File: config.mk
export PLATFORM = sky130hd
export DESIGN_NAME = pipe_stage_fifo
export DESIGN_NICKNAME = d
export VERILOG_FILES = /design/src/rtl/pipe_stage_fifo.sv
export SDC_FILE = /design/constraint.sdc
export NUM_CORES = 1
export LEC_CHECK = 0
export ABC_AREA = 1
export CAP_MARGIN = 10
export CORE_UTILIZATION = 29
export CTS_CLUSTER_DIAMETER = 150
export DETAILED_ROUTE_END_ITERATION = 6
export RECOVER_POWER = 50
export SLEW_MARGIN = 40
export SYNTH_ARGS = -nofsm -noshare
export SYNTH_HDL_FRONTEND = slang
export SYNTH_SLANG_ARGS = --single-unit
File: constraint.sdc
create_clock -name clk -period 2.3 [get_ports clk]
set_input_delay 0.23 -clock clk [delete_from_list [all_inputs] [get_ports clk]]
set_output_delay 0.23 -clock clk [all_outputs]
set_load 0.02 [all_outputs]
File: src/rtl/pipe_stage_fifo.sv
// pipe_stage_fifo: elastic buffer between two pipeline stages.
// Circular buffer of DEPTH payloads behind a valid/ready handshake, with
// freeze (stall), flush (branch discard) and an optional fall-through path
// that hands a payload straight to the consumer when the buffer is empty.
module pipe_stage_fifo #(
  parameter int DATA_W = 32,
  parameter int DEPTH  = 2,
  parameter int MODE   = 0,
  parameter int CNT_W  = $clog2(DEPTH + 1)
) (
  input  logic              clk,
  input  logic              rst,
  input  logic              flush,
  input  logic              freeze,
  input  logic              in_valid,
  output logic              in_ready,
  input  logic [DATA_W-1:0] in_data,
  output logic              out_valid,
  input  logic              out_ready,
  output logic [DATA_W-1:0] out_data,
  output logic [CNT_W-1:0]  count
);

  // A single-entry buffer still needs a one-bit pointer to index storage.
  localparam int PTR_W = (DEPTH > 1) ? $clog2(DEPTH) : 1;
  localparam logic [CNT_W-1:0] FULL_CNT  = CNT_W'(DEPTH);
  localparam logic [PTR_W-1:0] LAST_PTR  = PTR_W'(DEPTH - 1);
  localparam bit               FALL_THRU = (MODE == 1);

  logic [DATA_W-1:0] mem_q [DEPTH];
  logic [PTR_W-1:0]  rd_ptr_q, rd_ptr_d;
  logic [PTR_W-1:0]  wr_ptr_q, wr_ptr_d;
  logic [CNT_W-1:0]  count_q, count_d;

  logic empty, full;
  logic bypass_avail, bypass_take;
  logic push_raw, pop_raw, push, pop;
  logic [DATA_W-1:0] head_data;

  // Wrap at DEPTH-1 so non-power-of-two depths work.
  function automatic logic [PTR_W-1:0] next_ptr(input logic [PTR_W-1:0] ptr);
    return (ptr == LAST_PTR) ? '0 : ptr + PTR_W'(1);
  endfunction

  assign empty = (count_q == '0);
  assign full  = (count_q == FULL_CNT);

  // in_ready looks only at registered state and freeze, never at out_ready,
  // so a full buffer refuses input even when it is being drained.
  assign in_ready = rst & ~freeze & ~full;

  // Fall-through: an empty buffer presents the incoming payload directly.
  assign bypass_avail = FALL_THRU & empty & in_valid;
  assign out_valid    = rst & ~freeze & (~empty | bypass_avail);
  assign head_data    = empty ? in_data : mem_q[rd_ptr_q];
  assign out_data     = out_valid ? head_data : '0;
  assign count        = count_q;

  // A bypassed payload is consumed in flight: neither stored nor popped.
  assign push_raw    = in_valid & in_ready & ~flush;
  assign pop_raw     = out_valid & out_ready & ~flush;
  assign bypass_take = pop_raw & empty;
  assign push        = push_raw & ~bypass_take;
  assign pop         = pop_raw & ~empty;

  // Next-state for pointers and occupancy; flush wins over everything.
  always_comb begin
    rd_ptr_d = rd_ptr_q;
    wr_ptr_d = wr_ptr_q;
    count_d  = count_q;
    if (flush) begin
      rd_ptr_d = '0;
      wr_ptr_d = '0;
      count_d  = '0;
    end else begin
      if (push) wr_ptr_d = next_ptr(wr_ptr_q);
      if (pop)  rd_ptr_d = next_ptr(rd_ptr_q);
      if (push && !pop)      count_d = count_q + CNT_W'(1);
      else if (pop && !push) count_d = count_q - CNT_W'(1);
    end
  end

  // Control state: cleared asynchronously, updated on the rising edge.
  always_ff @(posedge clk or negedge rst) begin
    if (!rst) begin
      rd_ptr_q <= '0;
      wr_ptr_q <= '0;
      count_q  <= '0;
    end else begin
      rd_ptr_q <= rd_ptr_d;
      wr_ptr_q <= wr_ptr_d;
      count_q  <= count_d;
    end
  end

  // Payload storage is never reset; only the pointers define validity.
  always_ff @(posedge clk) begin
    if (push) mem_q[wr_ptr_q] <= in_data;
  end

  // Handshake rules make overflow and underflow impossible.
  a_no_overflow:  assert property (@(posedge clk) disable iff (!rst) !(push && full));
  a_no_underflow: assert property (@(posedge clk) disable iff (!rst) !(pop && empty));

endmodule

==> impl_metrics.csv <==
group,metric,value,unit
grt,grt_pass1_wl,8.35,mm
worst_setup_path,r2r-end,"mem_q[1][0]$_DFFE_PP_",
routing,drt_pre_antenna_iters,4,
clocking,root_buffer,"clkbuf_8",
grt,overflow,0,
clocking,clockBufferDepth,2,
synthesis,synthTopCellsByArea,"edfxtp_1 70%, mux2i_1 12%, nor2_1 4.9%, dfrtp_1 3.6%, nand2_2 1.1%",
synthesis,synth_top_area_share,70.0,%
sta,hold_slack,231,ps
sta,tightest_slew,389,ps
grt,grt_max_degree,35,
floorplan,die-area,0.00985,mm^2
worst_setup_path,ff2ff_setup_slack,510,ps
placed_design,gp_congestion,0.664,
sta,fin_crit_sh,93.6,%
final_layout,fill_cells,871,
grt,grt_pass1_vias,1721,
worst_setup_path,critPathKind,"reg -> out",
synthesis,syn_nets,218,
worst_setup_path,start_kind,"flop",
worst_setup_path,worstPathArrival,1920,ps
pwr,finalPower,2.98,mW
grt,antenna_found_initial,0,
flow_run,maxCapViolations,0,
final_layout,area_growth,41.4,%
clocking,clock_sinks,68,
synthesis,synth_top_area_cell,"edfxtp_1",
synthesis,syn-cell-area,0.00274,mm^2
final_layout,layout.nets,303,
synthesis,syn_inst,180,
sta,finalClockSkew,9.10,ps
routing,wl,5.06,mm
routing,drt-wirelength-per-cell,13.3,um
routing,viasPerCell,4.32,
synthesis,synth.distinct_cells,19,
clocking,post_cts_buffers,0,
sta,grt_setup_unrepaired,"no",
final_layout,final_layout_size_suffix_gt1_share,13.0,%
floorplan,num_rows,35,
sta,layout_min_cycle_time,2150,ps
final_layout,multi_input_area,646,um^2
clocking,cts_made_buffers,9,
clocking,clkTransAtPathRegs,70,ps
routing,ant_nets,0,
worst_hold_path,min_path_type,"in -> async",
synthesis,ys_seq_elements,68,
synthesis,ys_seq_area_share,73.7,%
pwr,p_leak,1.39,nW
pwr,ir_drop,0.361,mV
sta,clock.fmax,465,MHz
floorplan,die_h,99.3,um
routing,drcViolationCount,0,
worst_setup_path,required,2070,ps
worst_setup_path,critPathCaptureType,"primary output",
floorplan,start_util,29.8,%
synthesis,yosysWarnings,0,
clocking,cts_tree,"built",
floorplan,die_w,99.3,um
worst_setup_path,endpoint,"out_data[18]",
worst_setup_path,cp_max_fo,34,
floorplan,core,0.00920,mm^2
worst_setup_path,rr_startpoint,"count[0]$_DFFE_PN0P_",
clocking,ctsHtreeMaxLevel,3,
sta,slew_viol_final,0,
placed_design,io_buffers,73,
sta,final_hold_viol_count,0,
routing,drtIter0Drc,38,
sta,finalSetupViolCount,0,
final_layout,seqCellArea,0.00202,mm^2
clocking,cts_hold_buf,0,
placed_design,place.detailed.hpwl,3.44,mm
floorplan,ios,74,
outcome,outcome,"completed",
final_layout,n_antenna_cell,0,
synthesis,synth.avg_cell_area,15.2,um^2
worst_setup_path,reg2reg_depth,5,
worst_setup_path,startpoint,"count[0]$_DFFE_PN0P_",
sta,maxSlewHeadroom,74.1,%
clocking,clk_latency,340,ps
pwr,p_per_area,768,mW/mm^2
grt,grt_usage,11.4,%
routing,vias,1647,
-- cells in the mapped netlist --
master,n
nand2_2,5
nor2_8,1
buf_2,3
nand3_1,4
nor2_2,1
nand4_1,2
nand2_1,8
inv_2,2
o21ai_0,2
buf_4,4
nand2_4,1
mux2i_1,32
dfrtp_1,4
nand4_4,1
nor2_1,36
nand3_2,1
edfxtp_1,64
nor2_4,1
inv_1,8
-- through the flow --
step / TNS (ps) / cells / cell area [um^2] / worst slack (ps) / utilization, %
2_1_floorplan: -18490 / 180 / 2740 / -289 / -
3_3_place_gp: 0 / 365 / 3640 / 36.1 / 39.6
3_5_place_dp: 0 / 365 / 3640 / 14.6 / 39.6
4_1_cts: 0 / 381 / 3890 / 27.7 / 42.3
5_1_grt: 0 / 381 / 3880 / 2.42 / 42.2
6_report: 0 / 381 / 3880 / 148 / 42.2
-- cells by family (layout without fill, tap and decap cells) --
logic type	after synthesis	after routing	synth area share, %
flip-flops	68	68	73.7
AND/OR/NAND/NOR	61	61	11.3
multiplexers	32	32	11.7
buffers and inverters	17	107	3.01
AO/OA/AOI/OAI	2	2	0.365
-- area by class of cell --
class	count	area share (%)
timing repair buffer	81	20.5
sequential	68	52.2
tap	111	3.58
multi-input combinational	95	16.6
clock inverter	6	2.90
inverter	10	0.968
clock buffer	10	3.29
-- worst max-delay path, stage by stage, from the launching register on --
cell             delay, ps
dfrtp_1                440
inv_2                   70
nand2_2                130
nand2_8                170
nor2_1                 150
clkdlybuf4s50_1        610
-- routing by layer --
metal	routed length, um	part of all wire, %	vias to the layer above	track usage [%]
li1	-	-	810	-
met1	2270	45	788	13.4
met2	2510	50	47	18.6
met3	253	5.0	2	4.71
met4	25	0.49	0	4.75
met5	0	0	-	0
-- state kept, by name, indices dropped and copies added, names as in the netlist --
name / cells
rd_ptr_q: 1
mem_q: 64
count: 2
wr_ptr_q: 1
-- layout by cell type, fill, tap and decap left out --
cell type and count:
nand4_1 3, buf_4 5, clkinv_2 1, dfrtp_2 1, nor2_1 34, o21ai_0 2, nand3_1 4, mux2i_1 32
inv_1 8, dlymetal6s2s_1 5, nand2_2 4, inv_2 2, clkbuf_1 3, bufinv_16 3, dlygate4sd3_1 32, nand2_1 9
nand3_2 1, nand2_8 1, dfrtp_1 3, clkinv_4 2, nor2_8 1, clkbuf_8 9, clkbuf_2 1, nor2_4 3
clkdlybuf4s50_1 36, nor2_2 1, edfxtp_1 64
-- power breakdown --
group	internal, mW	leakage (nW)	switching, mW
Sequential	1.39	0.629	0.0192
Clock	0.722	0.120	0.433
Combinational	0.192	0.643	0.228
Total	2.30	1.39	0.680
-- worst min path at each step --
stage | end | slack, ps | depth (start not counted)
after floorplan | count[0]$_DFFE_PN0P_ | -70 | 0
after global placement | count[1]$_DFFE_PN0P_ | 540 | 2
after global routing | count[1]$_DFFE_PN0P_ | 240 | 2
final | count[1]$_DFFE_PN0P_ | 230 | 2
after CTS | count[1]$_DFFE_PN0P_ | 170 | 2
after detailed placement | count[1]$_DFFE_PN0P_ | 540 | 2
-- what timing repair did --
item                                    CTS  global route
gates resized for setup                   1             5
endpoints found under the setup margin    5             5
cloned                                    0             0
(Power assumes the default switching activity.)
==> edit (config.mk and constraints unchanged) <==
Change the parameter `DEPTH` from 2 to 8.
--- a/src/rtl/pipe_stage_fifo.sv
+++ b/src/rtl/pipe_stage_fifo.sv
@@ -6,3 +6,3 @@
   parameter int DATA_W = 32,
-  parameter int DEPTH  = 2,
+  parameter int DEPTH  = 8,
   parameter int MODE   = 0,
Ports: changed (resized count); port bits go from 74 to 76. The function was not compared with the original's and may differ.
==> edit against the original RTL <==
The run now ends with DRC, setup timing left; cell count increased to 3.8 times the old value; synthesized area increased to 3.9 times the old value; sequential cell count increased by 198; utilization decreased by 3.3 points; wire length increased to 5.2 times the old value; first-iteration DRC count increased to 13 times the old value; power increased to 3.4 times the old value; worst setup slack got worse by 0.19 ns; maximum frequency decreased by 8.3%; count of clock-buffer cells in the layout increased by 26; design area increased to 3.6 times the old value; largest cell class unchanged; highest routed layer is now met5.
==> edit: results <==
set metrics [dict create \
    finalClockSkew_ns 0.005910 \
    clockRootBuffer "clkbuf_16" \
    cts_buffer_depth 3 \
    async_flop_share 0.03759 \
    violations "DRC, setup timing" \
    synth-edff-count 256 \
    cp_max_fo 44 \
    viasPerCell 4.865 \
    grt_max_degree 46 \
    use_met2 0.2378 \
    status "finished with violations" \
    drt-initial-drc-count 478 \
    relSlewSlack 0.6060 \
    drc 5 \
    critPathSlowestCell "dfrtp_4" \
    syn-num-nets 870 \
    grt_pass1_wl_um 39940 \
    avgSynthCellArea_um2 12.84 \
    critPathLaunch "rd_ptr_q[0]" \
    finalSetupViolations 12 \
    antenna_found_initial 4 \
    r2r_start "count[3]" \
    finalWorstSetupSlack_ns -0.04584 \
    drt-total-wl_um 26380 \
    firstDrtPassIters 7 \
    vdd_drop_max_v 0.0006510 \
    gr-usage-all-layers 0.1408 \
    nNetsFinal 1007 \
]
==> edit: changes by cell type after synthesis, sizes merged, moves of 3 or more <==
cell	delta
edfxtp	+192
nor2	+166
o21ai	+163
o22ai	+65
clkbuf	+33
mux2i	-32
nand2	+19
buf	+12
inv	+7
dfrtp	+6
ha	+6
nand3	+3
==> edit: kinds of logic after synthesis <==
family          share of synthesized area
xor+xnor                        0.0008269
flops                              0.7493
fa+ha+maj                        0.008976
compound gates                     0.1176
buf+inv                           0.03071
simple gates                      0.09259
==> edit: final timing paths <==
check                              end  slack, ns  cells past startpoint
hold reg to reg               count[3]       0.57                      2
max in group asynchronous  rd_ptr_q[0]       1.62                      2
setup reg to reg           mem_q[4][9]       0.18                      9
setup / recovery           out_data[2]      -0.05                      6
min in group clk              count[1]       0.44                      4
hold / removal                count[2]       0.24                      2
==> edit: timing repair <==
item                                    4_1_cts  5_1_grt
cloned                                        4        5
gates resized for setup                     187       85
buffers inserted                              6        5
endpoints found under the setup margin       33       33
pin swaps                                    21       43
==> edit: critical path: cells and delay by family (launching register included) <==
family | cells | cell delay (ns)
AOI/OAI and AO/OA | 2 | 0.34
buffers and inverters | 2 | 0.37
DFF | 1 | 0.56
and+or+nand+nor | 2 | 0.31
==> edit: layer usage <==
metal,wire (um),up-vias
li1,-,3303
met1,11750,3493
met2,12740,164
met3,1278,49
met4,571,6
met5,40,-
==> edit: final cells by class <==
cell class                      count  share of cell area
Multi-Input combinational cell    490              0.1872
Clock buffer                       36             0.05410
Sequential cell                   266              0.5717
Tap cell                          461             0.04150
Clock inverter                     13            0.009902
Inverter                           17            0.005851
Timing Repair Buffer              159              0.1297
==> edit: power by group through the flow <==
stage          Sequential, mW  Combinational, mW  Clock [mW]
6_report                 5.34              0.443        4.39
5_1_grt                  5.34              0.486        4.64
4_1_cts                  5.34              0.446        4.46
3_5_place_dp             5.44              0.432           0
3_3_place_gp             5.44              0.426           0
2_1_floorplan            5.45              0.174           0
==> edit: stage by stage <==
step / cell area [um2] / setup TNS [ns]
floorplan: 10640 / -4.134
global placement: 12550 / -10.82
detailed placement: 12550 / -4.996
CTS: 13620 / -1.315
global route: 13900 / -2.254
finish: 13900 / -0.2238
